`config.mk`:
```
export PLATFORM = sky130hd
export DESIGN_NAME = uart_tx_serializer
export DESIGN_NICKNAME = d
export VERILOG_FILES = /design/src/rtl/uart_pkg.sv /design/src/rtl/uart_baud_tick.sv /design/src/rtl/uart_tx_serializer.sv
export SDC_FILE = /design/constraint.sdc
export NUM_CORES = 1
export LEC_CHECK = 0
export CAP_MARGIN = 25
export CORE_ASPECT_RATIO = 1.5
export CORE_MARGIN = 4
export CORE_UTILIZATION = 55
export DETAILED_ROUTE_END_ITERATION = 12
export HOLD_SLACK_MARGIN = 0.06
export PLACE_DENSITY = 0.75
export SLEW_MARGIN = 25
export SYNTH_ARGS = -nofsm -noshare
export SYNTH_HDL_FRONTEND = slang
export SYNTH_SLANG_ARGS = --single-unit
```
`constraint.sdc`:
```
create_clock -name clk -period 3.2 [get_ports clk]
set_input_delay 0.96 -clock clk [delete_from_list [all_inputs] [get_ports clk]]
set_output_delay 0.96 -clock clk [all_outputs]
set_load 0.05 [all_outputs]
```
`src/rtl/uart_pkg.sv`:
```
// -----------------------------------------------------------------------------
// uart_pkg
// Shared definitions for the UART transmit path: FSM state encoding, data
// width, default bit-period divisor and the even-parity helper.
// No ports (package).
// -----------------------------------------------------------------------------
package uart_pkg;

  localparam int DATA_BITS       = 8;
  localparam int DEFAULT_DIVISOR = 1042;  // 10 MHz / 9600 baud

  typedef enum logic [2:0] {
    ST_IDLE   = 3'd0,
    ST_START  = 3'd1,
    ST_DATA   = 3'd2,
    ST_PARITY = 3'd3,
    ST_STOP   = 3'd4
  } uart_state_t;

  // Even parity: XOR of all data bits, so data plus parity has an even count of ones.
  function automatic logic even_parity(input logic [DATA_BITS-1:0] data);
    return ^data;
  endfunction

endpackage

```
`src/rtl/uart_baud_tick.sv`:
```
// -----------------------------------------------------------------------------
// uart_baud_tick
// Loadable bit-period down-counter. Counts DIVISOR-1 .. 0 while enabled and
// raises tick for one clock at count 0, reloading itself on that clock.
// Ports:
//   clk    in  system clock
//   rst    in  synchronous reset, active-high (count cleared)
//   load   in  load DIVISOR-1 (takes priority over counting)
//   enable in  count while high; tick is suppressed while low
//   tick   out one-clock pulse at each bit boundary
// -----------------------------------------------------------------------------
module uart_baud_tick
  import uart_pkg::*;
#(
  parameter int DIVISOR = DEFAULT_DIVISOR,
  parameter int CNT_W   = 16
) (
  input  logic clk,
  input  logic rst,
  input  logic load,
  input  logic enable,
  output logic tick
);

  localparam logic [CNT_W-1:0] RELOAD = CNT_W'(DIVISOR - 1);

  logic [CNT_W-1:0] count;

  // Bit-period down-counter with load priority and wrap-to-reload at zero.
  always_ff @(posedge clk) begin
    if (rst) begin
      count <= {CNT_W{1'b0}};
    end else if (load) begin
      count <= RELOAD;
    end else if (enable) begin
      if (count == {CNT_W{1'b0}}) begin
        count <= RELOAD;
      end else begin
        count <= count - {{(CNT_W-1){1'b0}}, 1'b1};
      end
    end else begin
      count <= count;
    end
  end

  assign tick = enable && (count == {CNT_W{1'b0}});

endmodule

```
`src/rtl/uart_tx_serializer.sv`:
```
// -----------------------------------------------------------------------------
// uart_tx_serializer
// Byte-wide UART transmitter, 8N1 by default. Defining UART_TX_PARITY_EN adds
// an even-parity bit between the data bits and the stop bit (8E1).
// Ports:
//   clk       in   system clock, rising edge
//   rst       in   synchronous reset, active-high
//   tx_data   in   [7:0] byte to send, sampled only on acceptance
//   tx_valid  in   producer has a byte on tx_data
//   tx_ready  out  can accept (IDLE and not in reset); transfer = valid && ready
//   tx_out    out  registered serial line, idle high
//   busy      out  registered, high while a frame is in flight
// Parameters: DIVISOR clocks per bit (2..65535), CNT_W counter width
// (2**CNT_W > DIVISOR).
// -----------------------------------------------------------------------------
module uart_tx_serializer
  import uart_pkg::*;
#(
  parameter int DIVISOR = DEFAULT_DIVISOR,
  parameter int CNT_W   = 16
) (
  input  logic       clk,
  input  logic       rst,
  input  logic [7:0] tx_data,
  input  logic       tx_valid,
  output logic       tx_ready,
  output logic       tx_out,
  output logic       busy
);

  uart_state_t          state;
  logic [DATA_BITS-1:0] shift;
  logic [2:0]           bit_idx;
  logic                 accept;
  logic                 tick;
`ifdef UART_TX_PARITY_EN
  logic                 parity_bit;
`endif

  assign tx_ready = (state == ST_IDLE) && !rst;
  assign accept   = tx_valid && tx_ready;

  // The counter is loaded on acceptance so the START bit gets a full period.
  uart_baud_tick #(
    .DIVISOR (DIVISOR),
    .CNT_W   (CNT_W)
  ) u_baud_tick (
    .clk    (clk),
    .rst    (rst),
    .load   (accept),
    .enable (busy),
    .tick   (tick)
  );

  // Frame FSM; tx_out is registered with the value for the state being entered.
  always_ff @(posedge clk) begin
    if (rst) begin
      state   <= ST_IDLE;
      tx_out  <= 1'b1;
      busy    <= 1'b0;
      shift   <= {DATA_BITS{1'b0}};
      bit_idx <= 3'd0;
`ifdef UART_TX_PARITY_EN
      parity_bit <= 1'b0;
`endif
    end else begin
      case (state)
        ST_IDLE: begin
          if (accept) begin
            shift   <= tx_data;
            bit_idx <= 3'd0;
            state   <= ST_START;
            tx_out  <= 1'b0;
            busy    <= 1'b1;
`ifdef UART_TX_PARITY_EN
            parity_bit <= even_parity(tx_data);
`endif
          end
        end
        ST_START: begin
          if (tick) begin
            state  <= ST_DATA;
            tx_out <= shift[0];
          end
        end
        ST_DATA: begin
          if (tick) begin
            if (bit_idx == 3'd7) begin
              bit_idx <= 3'd0;
`ifdef UART_TX_PARITY_EN
              state   <= ST_PARITY;
              tx_out  <= parity_bit;
`else
              state   <= ST_STOP;
              tx_out  <= 1'b1;
`endif
            end else begin
              // LSB first: the next bit to drive is shift[1] before the shift lands.
              bit_idx <= bit_idx + 3'd1;
              shift   <= {1'b0, shift[DATA_BITS-1:1]};
              tx_out  <= shift[1];
            end
          end
        end
`ifdef UART_TX_PARITY_EN
        ST_PARITY: begin
          if (tick) begin
            state  <= ST_STOP;
            tx_out <= 1'b1;
          end
        end
`endif
        ST_STOP: begin
          if (tick) begin
            state  <= ST_IDLE;
            tx_out <= 1'b1;
            busy   <= 1'b0;
          end
        end
        default: begin
          // Unreachable encodings recover to a quiet idle line.
          state  <= ST_IDLE;
          tx_out <= 1'b1;
          busy   <= 1'b0;
        end
      endcase
    end
  end

endmodule

```
Word level (Yosys, flattened, before mapping)

Cells that the tools add are included.

Add/sub/neg operators: 2
Multipliers: 0
Divide/modulo/power cells: 0
$lt $le $gt $ge: 0
Equal/unequal tests: 10
Shift-type cells: 0
Multiplexer cells: 26
Bitwise operators: 1
Reduce and logical (&&, ||, !) cells: 15

Operator list:

| kind                                                                  | count |
|---|---|
| 3-bit two-way mux                                                     | 8 |
| 8-bit two-way mux                                                     | 3 |
| 11-bit two-way mux                                                    | 2 |
| 16-bit logical NOT                                                    | 1 |
| 16-bit two-way mux                                                    | 1 |
| 8-bit case mux with 2 select lines                                    | 1 |
| 16-bit by 1-bit subtractor with 16-bit output (second input constant) | 1 |
| 2-bit inequality test (second input constant)                         | 6 |
| 3-bit case mux with 4 select lines                                    | 1 |
| 4-bit AND reduction                                                   | 2 |
| 1-bit two-way mux                                                     | 7 |
| 3-bit == test (second input constant)                                 | 2 |
| 3-bit case mux with 2 select lines                                    | 1 |
| 3-bit AND reduction                                                   | 2 |
| 5-bit AND reduction                                                   | 1 |
| 1-bit case mux with 4 select lines                                    | 1 |
| 2-bit nonzero test                                                    | 2 |
| 2-bit OR reduction                                                    | 2 |
| 3-bit by 1-bit adder with 3-bit output (second input constant)        | 1 |
| 3-bit by 1-bit == test with 1-bit output (second input constant)      | 1 |
| 3-bit by 2-bit == test with 1-bit output (second input constant)      | 1 |
| 1-bit logical AND                                                     | 3 |
| 3-bit logical NOT                                                     | 1 |
| 1-bit case mux with 3 select lines                                    | 1 |
| other kinds (2)                                                       | 2 |

Flip-flop bits (word level): 32
Latch bits: 0
Bits in writable memories: 0
ROM bits: 0
Input port bits: 11
Output and inout bits: 3
Word-level logic and storage cells: 61
Memories kept: 0

Depth between registers and ports, before layout

Word-level depth: 5
Depth in mapped cells: 8
Mapped depth without buffers: 6

Cells and area by module

From an unflattened synthesis, not the netlist that was laid out.

Cell total of the unflattened synthesis: 197
Area, all modules: 1,656.6 um^2

By module, submodules not included:

| module             | instances | cells each | area an instance (um^2) | seq. area each (um^2) |
|---|---|---|---|---|
| uart_tx_serializer | 1         | 102        | 840.8                   | 320.3 |
| uart_baud_tick     | 1         | 95         | 815.8                   | 320.3 |

Worst setup path before layout

No wires, ideal clock.

Path type: input -> register
Start: input rst
End: register shift[6]
Setup time: 0.121 ns
Data arrival time: 2.839 ns
Required time: 3.079 ns
Path slack: 0.240 ns
Stages on the path: 5
Path buffers: 1
Cells stage by stage: nor4_2 -> and2_1 -> buf_2 -> a21o_2 -> mux2_2

Word-level cells in the longest chain between the ends: 5

Ends and longest elaborated chain:

| element                         | line                      | RTL |
|---|---|---|
| from (decl)                     | uart_tx_serializer.sv:23  | `input logic rst,` |
| 1-bit logical NOT               | uart_tx_serializer.sv:40  | `assign tx_ready = (state == ST_IDLE) && !rst;` |
| 1-bit logical AND               | uart_tx_serializer.sv:40  |  |
| 1-bit logical AND               | uart_tx_serializer.sv:41  | `assign accept = tx_valid && tx_ready;` |
| 2-bit inequality test (no line) | -                         |  |
| 4-bit AND reduction (no line)   | -                         |  |
| to (signal assigned)            | uart_tx_serializer.sv:61  | `shift <= {DATA_BITS{1'b0}};` |
| to (signal assigned)            | uart_tx_serializer.sv:70  | `shift <= tx_data;` |
| to (signal assigned)            | uart_tx_serializer.sv:100 | `shift <= {1'b0, shift[DATA_BITS-1:1]};` |
| to (decl)                       | uart_tx_serializer.sv:32  | `logic [DATA_BITS-1:0] shift;` |

Parallel ways exist; a longest one is shown, timed or not.
A chain may end at the register's enable or synchronous reset.

Final worst setup path

Start: input rst
End: output tx_ready

Word-level cells in the longest chain between the ends: 2

Ends and longest elaborated chain:

| element           | line                     | RTL |
|---|---|---|
| 1-bit logical NOT | uart_tx_serializer.sv:40 |  |
| 1-bit logical AND | uart_tx_serializer.sv:40 |  |
| to (decl)         | uart_tx_serializer.sv:26 | `output logic tx_ready,` |

No other way between the ends.

==> out/metrics.cfg <==
[worst_setup_path]
r2r-start=state[1]$_SDFFE_PP0P_
cp_max_fo=4
cp_data_arrival_time_ns=1.98
startpoint_type=input port
r2r_slack_ns=0.91
cp-end-kind=output port
rr_endpoint=shift[6]$_SDFFE_PP0P_
crit_required_ns=2.24
worstRegToRegCells=4
path_class=in -> out

[synthesis]
syn_avg_cell_area_sq_um=9.130
synth_most_common_cell=dfxtp_1
ys_warn_count=0
yosys-top-cells-count=32 x dfxtp_1, 20 x nor2_1, 13 x a211oi_1, 13 x a21oi_1, 9 x nand3_1
ys_seq_area_share_pct=38.55
synth-main-ff-cell=dfxtp_1
synthArstFlopShare_pct=0
syn-num-nets=197
synth_area_leaders=dfxtp_1 39%, a211oi_1 5.9%, mux2i_1 4.8%
syn_inst=182
synth_edf_count=0
synth_seq_cells=32
synth.distinct_cells=48
synth_area_leader_cell=dfxtp_1
netlist.area_leader.share_pct=38.55
syn_area_sq_um=1662

[clock_network]
cts_setup_buffers=0
clk_pin_slew_worst_paths_ns=0.06
insertion_delay_ns=0.28
cts-resized-gates=0
cts_root_buf=clkbuf_8
cts.hold.buffers_added=0
clockBufferDepth=2
tritoncts=done
cts_buffers=5
htreeDepth=2
cts_sinks=32

[route]
ant_nets=0
drc_errors=0
drtIter0Drc=30
dr.pass1.iters=4
wl_per_cell_um=14.74
vias=1365
drt_wl_total_um=3449
routed_via_density=5.833

[hold_path]
hold_path_end=u_baud_tick.count[15]$_SDFFE_PP0P_
hp-start=u_baud_tick.count[15]$_SDFFE_PP0P_
hold_depth=2
min_path_type=reg -> reg

[sta]
setup_tns_ns=0
slew_violations=0
max_slew_margin_pct=63.04
finalHoldViolCount=0
timing.fmax_mhz=340.1
rsz0062_at_grt=false
worst_slew_pin_slew_ns=0.5543
skew_ns=0.005915
setup_viol=0
period_share_pct=91.88
finalCriticalPeriod_ns=2.940

[placement]
portBuffers=13
gp_congestion=0.7712
dp_hpwl_um=2530

[power_and_ir_drop]
sw_frac_of_total_pct=40.94
power_frac_clock_pct=20.9
p_comb_share_pct=43.3
power_density_nw_per_um2=946.2
p_int_uw=1074
leakagePower_uw=0.0007355
ir_worst_vdd_v=0.0005572
power_frac_seq_pct=35.8
p_switching_uw=744.5

[grt]
grt_max_degree=20
grt_usage_pct=20.29
first_global_vias=1369
antenna_found_initial=0
grt_overflow=0
grt_pass1_wl_um=5920

[floorplanning]
num_rows=24
die_h_um=75.32
boundaryPins=14
die_area_sq_um=3983
core_area_sq_um=2913
die_w_um=52.88
initial_core_util_pct=57.04

[cells_and_area]
drive_gt1_share_pct=10.26
final_core_util_pct=65.98
areaGrowthSynthToFinish_pct=15.66
antenna_cells=0
finish.net_count=209
fill_cells=248

[job]
maxCapViolations=0

[run_status]
status=finished clean

sequential cells by signal, summed over array words and instances (netlist names):
register,count
u_baud_tick.count,16
shift,8
bit_idx,3
state,3
busy,1
tx_out,1
final cells by class:
cell class / instances / area (sq um) / share of cell area (%)
clock buffer: 6 / 72.57 / 3.776
clock inverter: 2 / 35.03 / 1.823
inverter: 6 / 22.52 / 1.172
multi-input combinational: 134 / 947.2 / 49.28
sequential: 32 / 640.6 / 33.33
tap: 39 / 48.80 / 2.539
timing repair buffer: 15 / 155.1 / 8.073
cells by family after synthesis:
family	Yosys count	share of synthesized area (%)
fa+ha+maj	5	3.615
xor+xnor	10	5.271
mux	9	5.497
simple gates	68	25.53
buf+inv	16	4.442
flops	32	38.55
compound gates	42	17.09
per-stage QoR:
step           instances  hold slack (ns)  setup slack [ns]  total power (uW)  instance area, sq um
2_1_floorplan        182           0.4489            0.2398              1276                  1662
3_3_place_gp         226           0.4647            0.2870              1409                  1814
3_5_place_dp         226           0.4966            0.2521              1442                  1814
4_1_cts              234           0.5098            0.2508              1831                  1922
5_1_grt              234           0.5423            0.1884              1952                  1922
6_report             234           0.5112            0.2599              1818                  1922
placed cells by master, fill, tap and decap left out, drive strengths merged, types with 2 or more instances in the layout:
cell	instances
a211oi	13
a21boi	2
a21oi	13
and2	2
buf	3
clkbuf	6
clkdlybuf4s50	12
dfxtp	32
ha	4
inv	6
mux2i	8
nand2	6
nand2b	2
nand3	9
nand4	4
nor2	20
nor2b	2
nor3	5
nor4	3
nor4b	3
o211ai	3
o21ai	2
or3	2
or4	2
xnor2	3
xor2	7
worst max path at each step:
stage,endpoint,cells past startpoint,start
2_1_floorplan,shift[6]$_SDFFE_PP0P_,5,rst
3_3_place_gp,tx_ready,3,rst
3_5_place_dp,tx_ready,3,rst
4_1_cts,tx_ready,3,rst
5_1_grt,tx_ready,3,rst
6_report,tx_ready,3,rst
power by group through the flow:
| stage | registers, uW | logic (uW) | clock network [uW] |
|---|---|---|---|
| after global placement | 649 | 759 | 0 |
| after global routing | 671 | 876 | 404 |
| after CTS | 650 | 791 | 390 |
| after detailed placement | 658 | 784 | 0 |
| after floorplan | 649 | 627 | 0 |
| final | 651 | 787 | 381 |
critical path, cell delays in order:
cell and delay (ns):
clkdlybuf4s50_1 0.44, nor4_2 0.38, buf_12 0.20
routing by layer:
layer	GRT usage, %	part of all wire, %
met5	0	0
met2	36.19	55
met1	21.60	40
met3	5.284	2.8
met4	10.51	2.3
Power figures use the tool's default switching activity.
